`src/rtl/pattern_sequencer_if.sv`:
```
// Bundle of raster position, control inputs, generator colours and selector
// outputs shared between the pattern sequencer and its driver.
interface pattern_sequencer_if #(
  parameter int NUM_PATTERNS = 2
);
  localparam int SEL_W = (NUM_PATTERNS > 1) ? $clog2(NUM_PATTERNS) : 1;

  logic [9:0]                x;
  logic [9:0]                y;
  logic                      active;
  logic                      vsync;
  logic                      paused;
  logic                      auto_mode;
  logic                      next_req;
  logic                      prev_req;
  logic [NUM_PATTERNS*6-1:0] rgb_in;
  logic [5:0]                rgb;
  logic [SEL_W-1:0]          pattern_sel;
  logic [NUM_PATTERNS-1:0]   pattern_en;
  logic [NUM_PATTERNS-1:0]   gen_active;
  logic [NUM_PATTERNS-1:0]   gen_next_frame;
  logic                      switch_pulse;

  modport master (
    output x, y, active, vsync, paused, auto_mode, next_req, prev_req, rgb_in,
    input  rgb, pattern_sel, pattern_en, gen_active, gen_next_frame, switch_pulse
  );

  modport slave (
    input  x, y, active, vsync, paused, auto_mode, next_req, prev_req, rgb_in,
    output rgb, pattern_sel, pattern_en, gen_active, gen_next_frame, switch_pulse
  );
endinterface

```
`src/rtl/pattern_sequencer.sv`:
```
// Selects one of NUM_PATTERNS generators, rotating on a per-pattern frame dwell
// or on manual next/prev edges; switches only at the frame origin (x=0, y=0).
module pattern_sequencer #(
  parameter int                               NUM_PATTERNS = 2,
  parameter int                               FRAME_W      = 10,
  parameter logic [NUM_PATTERNS*FRAME_W-1:0]  DURATIONS    = {10'd480, 10'd240}
) (
  input  logic               clk,
  input  logic               rst,
  pattern_sequencer_if.slave bus
);
  localparam int SEL_W = (NUM_PATTERNS > 1) ? $clog2(NUM_PATTERNS) : 1;
  localparam int TAB_N = 1 << SEL_W;

  typedef enum logic {
    ST_IDLE,
    ST_PENDING
  } state_t;

  state_t             r_state;
  state_t             w_state_next;
  logic               r_dir_prev;
  logic               w_dir_prev_next;
  logic [SEL_W-1:0]   r_sel;
  logic [SEL_W-1:0]   w_sel_next;
  logic [FRAME_W-1:0] r_cnt;
  logic [FRAME_W-1:0] w_cnt_next;
  logic               r_vsync_q;
  logic               r_next_q;
  logic               r_prev_q;
  logic               r_switch;

  logic [FRAME_W-1:0] w_dur_tab [TAB_N];
  logic [5:0]         w_rgb_tab [TAB_N];
  logic [FRAME_W-1:0] w_cur_dur;
  logic               w_trigger;
  logic               w_cnt_inc;
  logic               w_auto_req;
  logic               w_next_edge;
  logic               w_prev_edge;
  logic               w_man_next;
  logic               w_man_prev;
  logic               w_req;
  logic               w_origin;
  logic               w_commit;
  logic [SEL_W-1:0]   w_sel_inc;
  logic [SEL_W-1:0]   w_sel_dec;

  // Tables padded to a power of two so r_sel can never index out of range.
  genvar gi;
  generate
    for (gi = 0; gi < TAB_N; gi++) begin : g_tab
      if (gi < NUM_PATTERNS) begin : g_used
        assign w_dur_tab[gi] = DURATIONS[gi*FRAME_W +: FRAME_W];
        assign w_rgb_tab[gi] = bus.rgb_in[gi*6 +: 6];
      end else begin : g_unused
        assign w_dur_tab[gi] = '0;
        assign w_rgb_tab[gi] = '0;
      end
    end

    for (gi = 0; gi < NUM_PATTERNS; gi++) begin : g_en
      assign bus.pattern_en[gi]     = (r_sel == SEL_W'(gi));
      assign bus.gen_active[gi]     = bus.pattern_en[gi] & bus.active;
      assign bus.gen_next_frame[gi] = bus.pattern_en[gi] & w_trigger;
    end
  endgenerate

  assign w_cur_dur   = w_dur_tab[r_sel];
  assign w_trigger   = bus.vsync & ~r_vsync_q & ~bus.paused;
  assign w_cnt_inc   = w_trigger & bus.auto_mode & (w_cur_dur != '0);
  assign w_auto_req  = w_cnt_inc & (r_cnt == (w_cur_dur - FRAME_W'(1)));

  assign w_next_edge = bus.next_req & ~r_next_q;
  assign w_prev_edge = bus.prev_req & ~r_prev_q;
  assign w_man_next  = w_next_edge & ~w_prev_edge;
  assign w_man_prev  = w_prev_edge & ~w_next_edge;
  assign w_req       = w_auto_req | w_man_next | w_man_prev;

  assign w_origin    = (bus.x == 10'd0) && (bus.y == 10'd0);
  assign w_commit    = (r_state == ST_PENDING) && w_origin;

  assign w_sel_inc   = (r_sel == SEL_W'(NUM_PATTERNS - 1)) ? '0 : r_sel + SEL_W'(1);
  assign w_sel_dec   = (r_sel == '0) ? SEL_W'(NUM_PATTERNS - 1) : r_sel - SEL_W'(1);

  // A request landing on the commit edge survives the commit as a new pending step.
  always_comb begin
    w_state_next    = r_state;
    w_dir_prev_next = r_dir_prev;
    w_sel_next      = r_sel;
    w_cnt_next      = r_cnt;

    if (w_cnt_inc) begin
      w_cnt_next = w_auto_req ? '0 : r_cnt + FRAME_W'(1);
    end

    if (w_commit) begin
      w_sel_next   = r_dir_prev ? w_sel_dec : w_sel_inc;
      w_cnt_next   = '0;
      w_state_next = ST_IDLE;
    end

    if (w_req) begin
      w_state_next    = ST_PENDING;
      w_dir_prev_next = w_man_prev;
    end
  end

  always_ff @(posedge clk) begin
    if (rst) begin
      r_state    <= ST_IDLE;
      r_dir_prev <= 1'b0;
      r_sel      <= '0;
      r_cnt      <= '0;
      r_vsync_q  <= 1'b1;
      r_next_q   <= 1'b1;
      r_prev_q   <= 1'b1;
      r_switch   <= 1'b0;
    end else begin
      r_state    <= w_state_next;
      r_dir_prev <= w_dir_prev_next;
      r_sel      <= w_sel_next;
      r_cnt      <= w_cnt_next;
      r_vsync_q  <= bus.vsync;
      r_next_q   <= bus.next_req;
      r_prev_q   <= bus.prev_req;
      r_switch   <= w_commit;
    end
  end

  assign bus.pattern_sel  = r_sel;
  assign bus.switch_pulse = r_switch;
  assign bus.rgb          = bus.active ? w_rgb_tab[r_sel] : 6'd0;
endmodule

```
`src/flat_wrapper.sv`:
```
// flat-port wrapper written by rule: the top's interface ports become plain ports
module pattern_sequencer_flat 
#(
  parameter int                               NUM_PATTERNS = 2,
  parameter int                               FRAME_W      = 10,
  parameter logic [NUM_PATTERNS*FRAME_W-1:0]  DURATIONS    = {10'd480, 10'd240}
)
  (clk, rst, bus_x, bus_y, bus_active, bus_vsync, bus_paused, bus_auto_mode, bus_next_req, bus_prev_req, bus_rgb_in, bus_rgb, bus_pattern_sel, bus_pattern_en, bus_gen_active, bus_gen_next_frame, bus_switch_pulse);
  pattern_sequencer_if #(.NUM_PATTERNS(NUM_PATTERNS)) bus_i ();
  input  logic clk;
  input  logic rst;
  input wire logic [$bits(bus_i.x)-1:0] bus_x;
  input wire logic [$bits(bus_i.y)-1:0] bus_y;
  input wire logic [$bits(bus_i.active)-1:0] bus_active;
  input wire logic [$bits(bus_i.vsync)-1:0] bus_vsync;
  input wire logic [$bits(bus_i.paused)-1:0] bus_paused;
  input wire logic [$bits(bus_i.auto_mode)-1:0] bus_auto_mode;
  input wire logic [$bits(bus_i.next_req)-1:0] bus_next_req;
  input wire logic [$bits(bus_i.prev_req)-1:0] bus_prev_req;
  input wire logic [$bits(bus_i.rgb_in)-1:0] bus_rgb_in;
  output wire logic [$bits(bus_i.rgb)-1:0] bus_rgb;
  output wire logic [$bits(bus_i.pattern_sel)-1:0] bus_pattern_sel;
  output wire logic [$bits(bus_i.pattern_en)-1:0] bus_pattern_en;
  output wire logic [$bits(bus_i.gen_active)-1:0] bus_gen_active;
  output wire logic [$bits(bus_i.gen_next_frame)-1:0] bus_gen_next_frame;
  output wire logic [$bits(bus_i.switch_pulse)-1:0] bus_switch_pulse;
  assign bus_i.x = bus_x;
  assign bus_i.y = bus_y;
  assign bus_i.active = bus_active;
  assign bus_i.vsync = bus_vsync;
  assign bus_i.paused = bus_paused;
  assign bus_i.auto_mode = bus_auto_mode;
  assign bus_i.next_req = bus_next_req;
  assign bus_i.prev_req = bus_prev_req;
  assign bus_i.rgb_in = bus_rgb_in;
  assign bus_rgb = bus_i.rgb;
  assign bus_pattern_sel = bus_i.pattern_sel;
  assign bus_pattern_en = bus_i.pattern_en;
  assign bus_gen_active = bus_i.gen_active;
  assign bus_gen_next_frame = bus_i.gen_next_frame;
  assign bus_switch_pulse = bus_i.switch_pulse;
  pattern_sequencer #(.NUM_PATTERNS(NUM_PATTERNS), .FRAME_W(FRAME_W), .DURATIONS(DURATIONS)) u_core (.clk(clk), .rst(rst), .bus(bus_i));
endmodule
```
`config.mk`:
```
export PLATFORM = sky130hd
export DESIGN_NAME = pattern_sequencer_flat
export DESIGN_NICKNAME = d
export VERILOG_FILES = /design/src/rtl/pattern_sequencer_if.sv /design/src/rtl/pattern_sequencer.sv /design/src/flat_wrapper.sv
export SDC_FILE = /design/constraint.sdc
export NUM_CORES = 1
export LEC_CHECK = 0
export ABC_AREA = 1
export ABC_CLOCK_PERIOD_IN_PS = 2800
export CAP_MARGIN = 30
export CORE_MARGIN = 5
export CORE_UTILIZATION = 41
export DETAILED_ROUTE_END_ITERATION = 16
export GPL_TIMING_DRIVEN = 0
export PLACE_DENSITY_LB_ADDON = 0.08
export SLEW_MARGIN = 40
export SYNTH_ARGS = -nofsm -noshare
export SYNTH_HDL_FRONTEND = slang
export SYNTH_SLANG_ARGS = --single-unit
export TNS_END_PERCENT = 20
```
`constraint.sdc`:
```
create_clock -name clk -period 2.8 [get_ports clk]
set_input_delay 0.42 -clock clk [delete_from_list [all_inputs] [get_ports clk]]
set_output_delay 0.42 -clock clk [all_outputs]
set_load 0.01 [all_outputs]
```
# ---- Word level (Yosys, flattened, before mapping)
# Index checks and enable logic that the tools add are counted.
# W data, S select, Z words.
dict set report totals {
  ff_bits 17
  inputBits 40
  out_inout_bits 14
}
dict set report classes {
  n_addsub 4
  magnitude_cmp 1
  eq_ne 1
  n_mux 13
  n_bitwise 23
  n_reduce_logical 7
}
# op count
set ops {}
lappend ops {{$mux W10} 3}
lappend ops {{$mux W6} 4}
lappend ops {{$logic_not A10 Y1} 2}
lappend ops {{$and A1 B1 Y1} 13}
lappend ops {{$add A10 B1 Y10 const B} 1}
lappend ops {{$eq A10 B10 Y1} 1}
lappend ops {{$reduce_bool A10 Y1} 1}
lappend ops {{$sub A10 B1 Y10 const B} 1}
lappend ops {{$mux W9} 1}
lappend ops {{$not A1 Y1} 7}
lappend ops {{$mux W1} 5}
lappend ops {{$ge A2 B2 Y1 const B} 1}
lappend ops {{$logic_and A1 B1 Y1} 2}
lappend ops {{$not A1 Y2} 1}
lappend ops {{$or A1 B1 Y1} 2}
lappend ops {{$reduce_bool A2 Y1} 1}
lappend ops {{$reduce_or A2 Y1} 1}
lappend ops {{$add A1 B1 Y1 const B} 1}
lappend ops {{$sub A1 B1 Y1 const B} 1}

# ---- Depth between registers and ports, before layout
dict set report logic_depth {
  depth_word 10
  mapped_depth 10
  ltp_nobuf 10
}

# ---- Worst setup path after synthesis
# OpenSTA, ideal clock, no wires.
dict set report synth_timing {
  kind {register to output}
  startpoint {register u_core.r_sel, in the netlist u_core.bus.pattern_sel}
  endpoint {output port bus_rgb[0]}
  arrival_ns 0.989
  t_required_ns 2.380
  path_slack_ns 1.391
  path_stages_with_launch 5
  path_buffers 0
  cell_sequence {dfxtp_1 > inv_1 > nand2_1 > inv_1 > a22o_1}
}
dict set report synth_between {
  elab_chain_len 5
}
# element line
set synth_lines {}
lappend synth_lines {{start: declaration} pattern_sequencer.sv:24} ;# logic [SEL_W-1:0] r_sel;
lappend synth_lines {{start signal: assignment} pattern_sequencer.sv:122} ;# r_sel <= w_sel_next;
lappend synth_lines {{$not A1 Y2 (not written as such)} pattern_sequencer.sv:133} ;# assign bus.rgb = bus.active ? w_rgb_tab[r_sel] : 6'd0;
lappend synth_lines {{$mux W6 (not written as such) (3 in series)} pattern_sequencer.sv:133}
lappend synth_lines {{$mux W6} pattern_sequencer.sv:133}
lappend synth_lines {{end: declaration} flat_wrapper.sv:21} ;# output wire logic [$bits(bus_i.rgb)-1:0] bus_rgb;
# Every way passes these cells. The select of a mux whose other input is x is not followed.

# ---- Worst setup path in the final report
dict set report layout_timing {
  startpoint {input port bus_active}
  endpoint {output port bus_rgb[1]}
}
dict set report layout_between {
  elab_chain_len 1
}
# element line
set layout_lines {}
lappend layout_lines {{start: declaration} flat_wrapper.sv:14} ;# input wire logic [$bits(bus_i.active)-1:0] bus_active;
lappend layout_lines {{$mux W6} pattern_sequencer.sv:133}
# Every way passes these cells.

==> summary.txt <==
Outcome
  • Outcome: completed

Power and ir drop
  • Worst vdd ir: 0.299 mV
  • Total chip power: 0.450 mW
  • Cell Pwr Density: 288 mW/mm^2
  • LEAKAGE: 0.663 nW

Cells and area
  • # diodes: 0
  • Nets@finish: 247
  • Multi-input logic area: 559 um^2
  • P&R area growth vs syn: 60.4%
  • FILL cells: 203
  • Commonest non-fill, non-tap cells in the layout: clkdlybuf4s50_1, nand2_1, nor2_1
  • Share of cells above drive strength 1: 8.82%
  • Register Area: 320 um^2
  • Commonest non-fill, non-tap cell in the layout: clkdlybuf4s50_1

Global routing
  • Vias in the first global route: 1076
  • Initial antenna violation count: 0
  • First-pass GRT wire length: 4.48 mm
  • Largest net degree at the start of global routing: 9
  • Grt total ovfl: 0
  • Total track usage: 16.7%

Worst setup path
  • Critical path's top delay family: buffers and inverters
  • Ordered list of cells on the worst path: clkdlybuf4s50_1 > nand2_1 > inv_1 > a22o_1 > clkdlybuf4s50_1
  • Crit path max fanout: 7
  • Arrival @ worst endpoint: 1850 ps
  • Worst Path Required: 2380 ps
  • WP buf/inv: 3
  • Most common cell on crit path: clkdlybuf4s50_1
  • Startpoint Class: primary input
  • Crit. End Element: primary output
  • Critical-path top delay cell: clkdlybuf4s50_1
  • Slowest stage delay, CP: 550 ps
  • Kind of critical path: primary input to primary output

STA
  • Min Clock Period, post-route: 2270 ps
  • Final TNS setup: 0 ps
  • Worst-margin pin slew: 211 ps
  • Final max-slew violation count: 0
  • Final WS setup: 534 ps
  • Setup violators final: 0
  • Part of the cycle the worst path needs: 80.9%
  • Fmax: 0.441 GHz
  • Fin. Hold Viols: 0
  • Final setup skew: 3.34 ps
  • WHS: 478 ps
  • Slew Limit Headroom: 85.9%
  • RSZ-0062 raised after global routing: no

Route
  • Via count: 1088
  • Vias per inst: 4.69
  • Aggregate routed wire length: 2.72 mm
  • ANT nets after route: 0
  • DRC: 0
  • DRT iter0 DRCs: 16
  • DR WL/cell: 11.7 um
  • Drt pass-1 iters: 4

Placement
  • Post-DP HPWL: 2.36 mm
  • Worst slack at placement: 522 ps
  • Gpl congestion: 0.811
  • Count of input and output buffers: 53

CTS
  • Root Driver: clkbuf_4
  • CTS Hold Buffers Added: 0
  • Clock slew at reported path FFs: 80 ps
  • TritonCTS Buffers: 3
  • CTS tree: built
  • Post-CTS Resized: 0
  • Clock Sinks: 16
  • H-Tree Depth: 1
  • # Post-CTS Setup Buffers: 0
  • Clock Path Buffers: 2
  • Clk_lat worst skew: 280 ps

Floorplanning
  • Initial core utilization: 43.6%
  • Core ar.: 0.00223 mm^2
  • Row count: 17
  • Die Wd: 58.7 um
  • Die height: 58.7 um
  • Ports: 54
  • Die Footprint: 0.00345 mm^2

Synth
  • Synthesis-stage register bit count: 16
  • Post-synth cell types: 24
  • Mean post-synth cell area: 6.58 um^2
  • Top cell type by total area after synthesis: dfxtp_1
  • Mapped Nets: 189
  • Cell count after synthesis: 148
  • Mapped cell area: 973 um^2
  • Share of the synthesized area in the top cell type: 32.9%
  • Synth Warn #: 0
  • Seq/Total Area, Yosys: 32.9%
  • Synth top area cells: dfxtp_1, nand2_1, nor2_1

Job
  • Max Cap Violations: 0

Hold path
  • Min-delay worst type: register to register
## power by group
part / total (mW) / leakage (nW) / switching [mW] / internal [mW]
registers: 0.233 / 0.130 / 0.00130 / 0.231
clock network: 0.118 / 0.0138 / 0.0683 / 0.0499
logic: 0.0994 / 0.519 / 0.0315 / 0.0679
## kinds of logic after synthesis
family,share of synthesized area (%)
XOR/XNOR,5.40
flip-flops,32.9
AO/OA/AOI/OAI,8.23
buffers and inverters,9.64
adder cells (fa/ha/maj),1.29
AND/OR/NAND/NOR,42.5
## flip-flops by register name, indices dropped and copies added (netlist names)
signal / flops
u_core.bus.pattern_sel: 1
u_core.r_vsync_q: 1
u_core.r_state: 1
u_core.r_prev_q: 1
u_core.r_cnt: 10
u_core.r_next_q: 1
u_core.bus.switch_pulse: 1
## cell type report
cell class,instances,area share [%]
multi-input combinational,108,35.8
timing repair buffer,53,34.0
sequential,16,20.5
inverter,23,5.53
tap,28,2.24
clock buffer,3,1.44
buffer,1,0.481
## per-stage QoR
step | cell area [um^2] | std cells | util (%)
2_1_floorplan | 973 | 148 | -
3_3_place_gp | 1540 | 229 | 68.9
3_5_place_dp | 1540 | 229 | 68.9
4_1_cts | 1560 | 232 | 69.9
5_1_grt | 1560 | 232 | 69.9
6_report | 1560 | 232 | 69.9
## synthesized netlist by cell type
library cell	count
ha_1	1
a22o_1	6
nand4_2	1
o21bai_1	1
nand2_1	38
a21oi_1	2
xnor2_1	1
xor2_1	5
nand3_1	8
nor2_2	1
inv_2	2
buf_4	1
dfxtp_1	16
nor2_1	29
nor3_2	1
inv_1	21
o21ai_0	2
nand2_4	1
nand2_2	2
or2_2	3
or2_1	1
nand3_2	1
nand4_1	2
nor2_4	2
## final timing paths
check	slack [ps]	endpoint	from	cells past startpoint
worst max register to register	1420	u_core.r_cnt[0]$_SDFFE_PP0P_	u_core.r_cnt[0]$_SDFFE_PP0P_	10
worst min-delay path	480	u_core.r_state$_SDFFE_PP0P_	u_core.r_state$_SDFFE_PP0P_	2
worst min register to register	480	u_core.r_state$_SDFFE_PP0P_	u_core.r_state$_SDFFE_PP0P_	2
worst max-delay path	530	bus_rgb[1]	bus_active	5
## tightest hold or removal path: stages, from the launching register on
cell,delay (ps)
dfxtp_1,310
inv_1,50
o21ai_0,80
## per-layer routing
metal  part of all wire [%]  wire length (um)  vias to the layer above  global-route usage (%)
li1                       -                 -                      570                       -
met5                      0                 0                        -                       0
met4                   0.52                14                        0                    2.91
met3                    9.4               255                        2                    5.70
met2                     50              1360                       41                    30.6
met1                     40              1090                      475                    18.6
Power figures use the tool's default switching activity.
